$ cat src/rtl/sensor_pkg.sv
// sensor_pkg -- shared definitions for the multi-channel laser-target hit sensor.
//
// Contents:
//   sensor_state_t : per-channel FSM state (IDLE, QUAL, LOCK, WAIT_LOW), 2-bit.
//   *_DEF          : default values for HOLD_CYCLES, LOCKOUT and CNT_W.
//   id_width()     : width of the hit_id output for a given channel count.
//   cnt_width()    : counter width able to hold values 0..n-1, never below 1.
package sensor_pkg;

  typedef enum logic [1:0] {
    IDLE     = 2'd0,
    QUAL     = 2'd1,
    LOCK     = 2'd2,
    WAIT_LOW = 2'd3
  } sensor_state_t;

  localparam int HOLD_CYCLES_DEF = 4;
  localparam int LOCKOUT_DEF     = 16;
  localparam int CNT_W_DEF       = 8;

  function automatic int id_width(input int n_ch);
    return (n_ch > 1) ? $clog2(n_ch) : 1;
  endfunction

  function automatic int cnt_width(input int n);
    return (n > 1) ? $clog2(n) : 1;
  endfunction

endpackage

$ cat src/rtl/sensor_chan.sv
// sensor_chan -- one hit-sensor channel.
//
// A 2-flop synchroniser feeds a four-state FSM: a hit qualifies after
// HOLD_CYCLES consecutive synchronised-high samples, produces a one-cycle
// pulse, ignores the input for LOCKOUT cycles and then waits for the beam to
// go away before re-arming.
//
// Optional feature (macro SENSOR_HIT_COUNT_EN): saturating CNT_W-bit counter
// of pulses, cleared only by reset.
//
// Ports:
//   i_clk    : system clock
//   i_rst_n  : asynchronous active-low reset
//   i_sensor : raw asynchronous detector input, active-high
//   o_pulse  : registered one-cycle hit pulse
//   o_count  : pulse counter (SENSOR_HIT_COUNT_EN only)
module sensor_chan
  import sensor_pkg::*;
#(
  parameter int HOLD_CYCLES = HOLD_CYCLES_DEF,
  parameter int LOCKOUT     = LOCKOUT_DEF
`ifdef SENSOR_HIT_COUNT_EN
  ,
  parameter int CNT_W       = CNT_W_DEF
`endif
) (
  input  logic             i_clk,
  input  logic             i_rst_n,
  input  logic             i_sensor,
  output logic             o_pulse
`ifdef SENSOR_HIT_COUNT_EN
  ,
  output logic [CNT_W-1:0] o_count
`endif
);

  localparam int QW = cnt_width(HOLD_CYCLES + 1);
  localparam int LW = cnt_width(LOCKOUT + 1);
  localparam logic [QW-1:0] Q_LAST = QW'(HOLD_CYCLES - 1);
  localparam logic [LW-1:0] L_LAST = LW'((LOCKOUT > 0) ? LOCKOUT - 1 : 0);

  logic          r_sync_p0;
  logic          r_sync_p1;
  sensor_state_t r_state;
  logic [QW-1:0] r_qcnt;
  logic [LW-1:0] r_lcnt;
  logic          r_pulse;

  sensor_state_t w_state_nx;
  logic [QW-1:0] w_qcnt_nx;
  logic [LW-1:0] w_lcnt_nx;
  logic          w_pulse_nx;
  logic          w_s;

  // With a zero-length lockout the channel skips LOCK entirely.
  function automatic sensor_state_t after_hit();
    return (LOCKOUT == 0) ? WAIT_LOW : LOCK;
  endfunction

  assign w_s = r_sync_p1;

  always_comb begin
    w_state_nx = r_state;
    w_qcnt_nx  = r_qcnt;
    w_lcnt_nx  = r_lcnt;
    w_pulse_nx = 1'b0;
    case (r_state)
      IDLE: begin
        if (w_s) begin
          if (HOLD_CYCLES == 1) begin
            w_state_nx = after_hit();
            w_pulse_nx = 1'b1;
            w_lcnt_nx  = '0;
          end else begin
            w_state_nx = QUAL;
            w_qcnt_nx  = QW'(1);
          end
        end
      end
      QUAL: begin
        if (!w_s) begin
          w_state_nx = IDLE;
        end else if (r_qcnt == Q_LAST) begin
          w_state_nx = after_hit();
          w_pulse_nx = 1'b1;
          w_lcnt_nx  = '0;
        end else begin
          w_qcnt_nx = r_qcnt + 1'b1;
        end
      end
      LOCK: begin
        if (r_lcnt == L_LAST) w_state_nx = WAIT_LOW;
        else                  w_lcnt_nx  = r_lcnt + 1'b1;
      end
      WAIT_LOW: begin
        if (!w_s) w_state_nx = IDLE;
      end
      default: w_state_nx = IDLE;
    endcase
  end

  // Synchroniser stages p0/p1, then FSM/counter/pulse registers.
  always_ff @(posedge i_clk or negedge i_rst_n) begin
    if (!i_rst_n) begin
      r_sync_p0 <= 1'b0;
      r_sync_p1 <= 1'b0;
      r_state   <= IDLE;
      r_qcnt    <= '0;
      r_lcnt    <= '0;
      r_pulse   <= 1'b0;
    end else begin
      r_sync_p0 <= i_sensor;
      r_sync_p1 <= r_sync_p0;
      r_state   <= w_state_nx;
      r_qcnt    <= w_qcnt_nx;
      r_lcnt    <= w_lcnt_nx;
      r_pulse   <= w_pulse_nx;
    end
  end

  assign o_pulse = r_pulse;

`ifdef SENSOR_HIT_COUNT_EN
  logic [CNT_W-1:0] r_count;

  always_ff @(posedge i_clk or negedge i_rst_n) begin
    if (!i_rst_n)                      r_count <= '0;
    else if (r_pulse && r_count != '1) r_count <= r_count + 1'b1;
  end

  assign o_count = r_count;
`endif

endmodule

$ cat src/rtl/multi_sensor_hit.sv
// multi_sensor_hit -- N-channel laser-target hit sensor.
//
// Instantiates one sensor_chan per channel, keeps sticky hit flags that the
// CPU clears with a per-channel ack strobe (a new hit on the same cycle as its
// ack wins), and reports the lowest-index flagged channel.
//
// Optional feature (macro SENSOR_HIT_COUNT_EN): per-channel saturating hit
// counters exported on hit_count; the port is absent when undefined.
//
// Ports:
//   clk       : system clock
//   CLR       : asynchronous active-low reset
//   sensor    : [N_CH] raw detector inputs, active-high
//   ack       : [N_CH] sticky-flag clear strobe
//   hit_pulse : [N_CH] one-cycle pulse per qualified hit
//   hit_flags : [N_CH] sticky hit flags
//   hit_valid : OR of hit_flags
//   hit_id    : lowest set flag index, 0 when none
//   hit_count : [N_CH*CNT_W] packed counters (SENSOR_HIT_COUNT_EN only)
module multi_sensor_hit
  import sensor_pkg::*;
#(
  parameter int N_CH        = 4,
  parameter int HOLD_CYCLES = HOLD_CYCLES_DEF,
  parameter int LOCKOUT     = LOCKOUT_DEF,
  parameter int CNT_W       = CNT_W_DEF
) (
  input  logic                      clk,
  input  logic                      CLR,
  input  logic [N_CH-1:0]           sensor,
  input  logic [N_CH-1:0]           ack,
  output logic [N_CH-1:0]           hit_pulse,
  output logic [N_CH-1:0]           hit_flags,
  output logic                      hit_valid,
  output logic [id_width(N_CH)-1:0] hit_id
`ifdef SENSOR_HIT_COUNT_EN
  ,
  output logic [N_CH*CNT_W-1:0]     hit_count
`endif
);

  localparam int IDW = id_width(N_CH);

  if (N_CH < 1 || N_CH > 16) begin : g_bad_nch
    $error("multi_sensor_hit: N_CH must be 1..16");
  end
  if (HOLD_CYCLES < 1 || LOCKOUT < 0 || CNT_W < 1) begin : g_bad_param
    $error("multi_sensor_hit: HOLD_CYCLES>=1, LOCKOUT>=0, CNT_W>=1 required");
  end

  logic [N_CH-1:0] w_pulse;
  logic [N_CH-1:0] r_flags;

  for (genvar i = 0; i < N_CH; i++) begin : g_ch
    sensor_chan #(
      .HOLD_CYCLES(HOLD_CYCLES),
      .LOCKOUT    (LOCKOUT)
`ifdef SENSOR_HIT_COUNT_EN
      ,
      .CNT_W      (CNT_W)
`endif
    ) u_chan (
      .i_clk   (clk),
      .i_rst_n (CLR),
      .i_sensor(sensor[i]),
      .o_pulse (w_pulse[i])
`ifdef SENSOR_HIT_COUNT_EN
      ,
      .o_count (hit_count[i*CNT_W +: CNT_W])
`endif
    );
  end

  // Sticky flags: the set term is ORed after the ack clear so a hit wins.
  always_ff @(posedge clk or negedge CLR) begin
    if (!CLR) r_flags <= '0;
    else      r_flags <= (r_flags & ~ack) | w_pulse;
  end

  // Scan downwards so the lowest set index is the last one written.
  always_comb begin
    hit_id = '0;
    for (int i = N_CH - 1; i >= 0; i--) begin
      if (r_flags[i]) hit_id = IDW'(i);
    end
  end

  assign hit_pulse = w_pulse;
  assign hit_flags = r_flags;
  assign hit_valid = |r_flags;

endmodule

$ cat config.mk
export PLATFORM = sky130hd
export DESIGN_NAME = multi_sensor_hit
export DESIGN_NICKNAME = d
export VERILOG_FILES = /design/src/rtl/sensor_pkg.sv /design/src/rtl/sensor_chan.sv /design/src/rtl/multi_sensor_hit.sv
export SDC_FILE = /design/constraint.sdc
export NUM_CORES = 1
export LEC_CHECK = 0
export BUFFER_PORTS_ARGS = -buffer_cell sky130_fd_sc_hd__buf_4
export CAP_MARGIN = 20
export CORE_MARGIN = 5
export CORE_UTILIZATION = 40
export DETAILED_ROUTE_END_ITERATION = 8
export PLACE_DENSITY_LB_ADDON = 0.1
export SYNTH_ARGS = -nofsm -noshare
export SYNTH_HDL_FRONTEND = slang
export SYNTH_SLANG_ARGS = --single-unit
$ cat constraint.sdc
create_clock -name clk -period 3.34 [get_ports clk]
set_clock_uncertainty 0.2 [all_clocks]
set_input_delay 0.167 -clock clk [delete_from_list [all_inputs] [get_ports clk]]
set_output_delay 0.167 -clock clk [all_outputs]
set_load 0.01 [all_outputs]
==> flow_metrics.tcl <==
set metrics [dict create \
    swShare 0.3522 \
    cts-root-buf "clkbuf_8" \
    r2r_start "g_ch[2].u_chan.r_lcnt[0]" \
    leakage_nw 1.397 \
    drt_wl_total_um 4316 \
    ctsLongestPathBuffers 2 \
    syn_nets 267 \
    worst_skew_pair.late_latency_ns 0.30 \
    gp_congestion 0.7283 \
    slew_viol_final 0 \
    intPower_mw 1.402 \
    avgSynthCellArea_um2 10.84 \
    cts-htree-levels 2 \
    wire_per_inst_um 12.55 \
    ys_seq_area_frac 0.5364 \
    status "complete, no violations" \
    synth-edff-count 0 \
    grt_remaining_overflow 0 \
    synth_top_area_share 0.5364 \
    drc 0 \
    ys_top_cells_by_count "56 x dfrtp_1, 24 x a21oi_1, 23 x inv_1" \
    post_cts_buffers 0 \
    worst_slack_ns 1.084 \
    num_rows 29 \
    finalHoldViolCount 0 \
    relSlewSlack 0.5305 \
    num_antenna_cells 0 \
    synthCells 241 \
    cts_tree "done" \
    dr.pass1.iters 4 \
    grt_pass1_vias 1705 \
    vias_per_cell 5.131 \
    clkSinkCount 56 \
    grt_pass1_wl_um 7686 \
    cts_buffers 5 \
    fin_crit_sh 0.6755 \
    core-area_um2 6350 \
    power_mw 2.164 \
    first_iter_violations 53 \
    cp-end-kind "register" \
    start_util 0.4114 \
    synth_area_leaders "dfrtp_1 54%, ha_1 7.7%, a21oi_1 4.6%, inv_1 3.3%, o21ai_0 3.1%" \
    die_h_um 90.82 \
    globalRouteTotalUtil 0.1105 \
    holdPathEnd "g_ch[3].u_chan.r_sync_p1" \
    path_max_fanout 8 \
    antenna_left 0 \
    worstPathRequired_ns 3.37 \
    path_clk_slew_ns 0.10 \
    p_clk_frac 0.164 \
    yosys.area.top_type "dfrtp_1" \
    syn_area_um2 2613 \
    power_frac_seq 0.506 \
    syn_to_final_growth_pct 13.60 \
    route.vias.total 1765 \
    rrSetupSlack_ns 1.08 \
    rsz0062_at_grt "no" \
    worst_hold_slack_ns 0.1576 \
    tns_ns 0 \
    yosys_warnings 0 \
    die_w_um 90.82 \
    max_cap_viol_count 0 \
    p_per_area_nw_per_um2 729.2 \
    antenna_found_initial 0 \
    dp_hpwl_um 3019 \
    tightest_slew_ns 0.7043 \
    cp-start-kind "register" \
    synth.most_common_cell "dfrtp_1" \
    async_flop_share 1.000 \
    drive_gt1_frac 0.1348 \
    ios 21 \
    critPathKind "reg -> reg" \
    synthDistinctLibCells 35 \
    synth_seq_cells 56 \
    reg2regPathDepth 6 \
    setup_viol 0 \
    hp-start "g_ch[3].u_chan.r_sync_p0" \
    min_period_ns 2.256 \
    arrival_ns 2.29 \
    nets 293 \
    whs_path_depth 0 \
    grt_max_degree 57 \
    hold_path_class "reg -> reg" \
    pre_cts_slack_ns 1.104 \
    io_buffers 20 \
    final_util 0.4674 \
    die_area_um2 8247 \
    r2r-end "g_ch[2].u_chan.r_lcnt[3]" \
    p_switching_mw 0.7621 \
    peakVddDrop_mv 0.3165 \
    combPwrFrac 0.330 \
    fmax_mhz 443.3 \
    synth_top_flop_cell "dfrtp_1" \
]
-- worst max-delay path, cell delays in order, from the launching register on --
cell	delay (ns)
dfrtp_1	0.41
ha_1	0.22
and3_1	0.18
ha_1	0.20
or3b_1	0.46
or3_1	0.38
a21oi_1	0.14
-- worst max-delay path by stage --
stage / cells past startpoint / endpoint / from
finish: 6 / g_ch[2].u_chan.r_lcnt[3] / g_ch[2].u_chan.r_lcnt[0]
global route: 6 / g_ch[2].u_chan.r_lcnt[3] / g_ch[2].u_chan.r_lcnt[0]
CTS: 6 / g_ch[2].u_chan.r_lcnt[3] / g_ch[2].u_chan.r_lcnt[0]
detailed placement: 6 / g_ch[2].u_chan.r_lcnt[3] / g_ch[2].u_chan.r_lcnt[0]
global placement: 6 / g_ch[2].u_chan.r_lcnt[3] / g_ch[2].u_chan.r_lcnt[0]
floorplan: 7 / g_ch[2].u_chan.r_lcnt[3] / g_ch[2].u_chan.r_lcnt[0]
-- cell families (layout without fill, tap and decap cells) --
logic type | after synthesis | in the layout | synth area share
muxes | 5 | 5 | 0.02107
buffers and inverters | 33 | 59 | 0.05699
and+or+nand+nor | 65 | 65 | 0.1489
DFF | 56 | 56 | 0.5364
adders and majority gates | 16 | 16 | 0.07663
AOI/OAI and AO/OA | 66 | 66 | 0.1600
-- power groups by stage --
stage | Sequential (mW) | Combinational [mW] | Clock, mW
2_1_floorplan | 1.02 | 0.607 | 0
4_1_cts | 1.10 | 0.730 | 0.371
6_report | 1.09 | 0.715 | 0.354
3_3_place_gp | 1.11 | 0.698 | 0
3_5_place_dp | 1.11 | 0.721 | 0
5_1_grt | 1.13 | 0.822 | 0.399
-- cell type report --
type	instances	area [um^2]
Timing Repair Buffer	29	240.2
Multi-Input combinational cell	152	1062
Clock buffer	5	68.82
Inverter	23	86.33
Clock inverter	2	12.51
Fill cell	577	3382
Tap cell	77	96.34
Sequential cell	56	1401
-- per-stage QoR --
stage	instances	cell area, um^2
6_report	344	2968
5_1_grt	344	2968
4_1_cts	344	2968
3_5_place_dp	328	2796
3_3_place_gp	328	2796
2_1_floorplan	241	2613
-- flip-flops by register name, indices dropped and copies added (netlist names), named ones only --
name	cells
g_ch.u_chan.o_pulse	4
g_ch.u_chan.r_lcnt	20
g_ch.u_chan.r_qcnt	12
g_ch.u_chan.r_state	4
g_ch.u_chan.r_sync_p0	4
g_ch.u_chan.r_sync_p1	4
hit_flags	4
-- layout by cell type (no fill, tap or decap), types with 2 or more instances in the layout --
cell,count
nor2b_1,8
a22o_1,8
nand3_1,5
and3_1,4
nand2_1,6
inv_1,23
clkbuf_8,5
mux2_2,4
o31ai_1,2
nand2b_1,3
a21o_1,3
and4b_1,3
a22o_2,2
a21oi_1,24
buf_4,20
nor3b_1,5
or3_1,8
or3b_1,4
ha_1,16
dlygate4sd3_1,9
dfrtp_1,56
a31o_2,3
nand3b_1,2
nor3_1,3
nor2_1,12
o2bb2ai_1,4
o21ai_0,16
-- timing repair --
item / in CTS / in global routing
endpoints found under the hold margin: 64 / 0
hold buffers: 9 / 0
gates resized for setup: 0 / 0
-- metal layers --
metal / vias to the layer above / track usage / wire [um] / share of wire
met5: - / 0 / 0 / 0
met2: 18 / 0.1762 / 1974 / 0.46
met1: 841 / 0.1464 / 2160 / 0.50
met4: 0 / 0.03790 / 44 / 0.010
met3: 5 / 0.02750 / 137 / 0.032
li1: 901 / - / - / -
(Power assumes the default switching activity.)
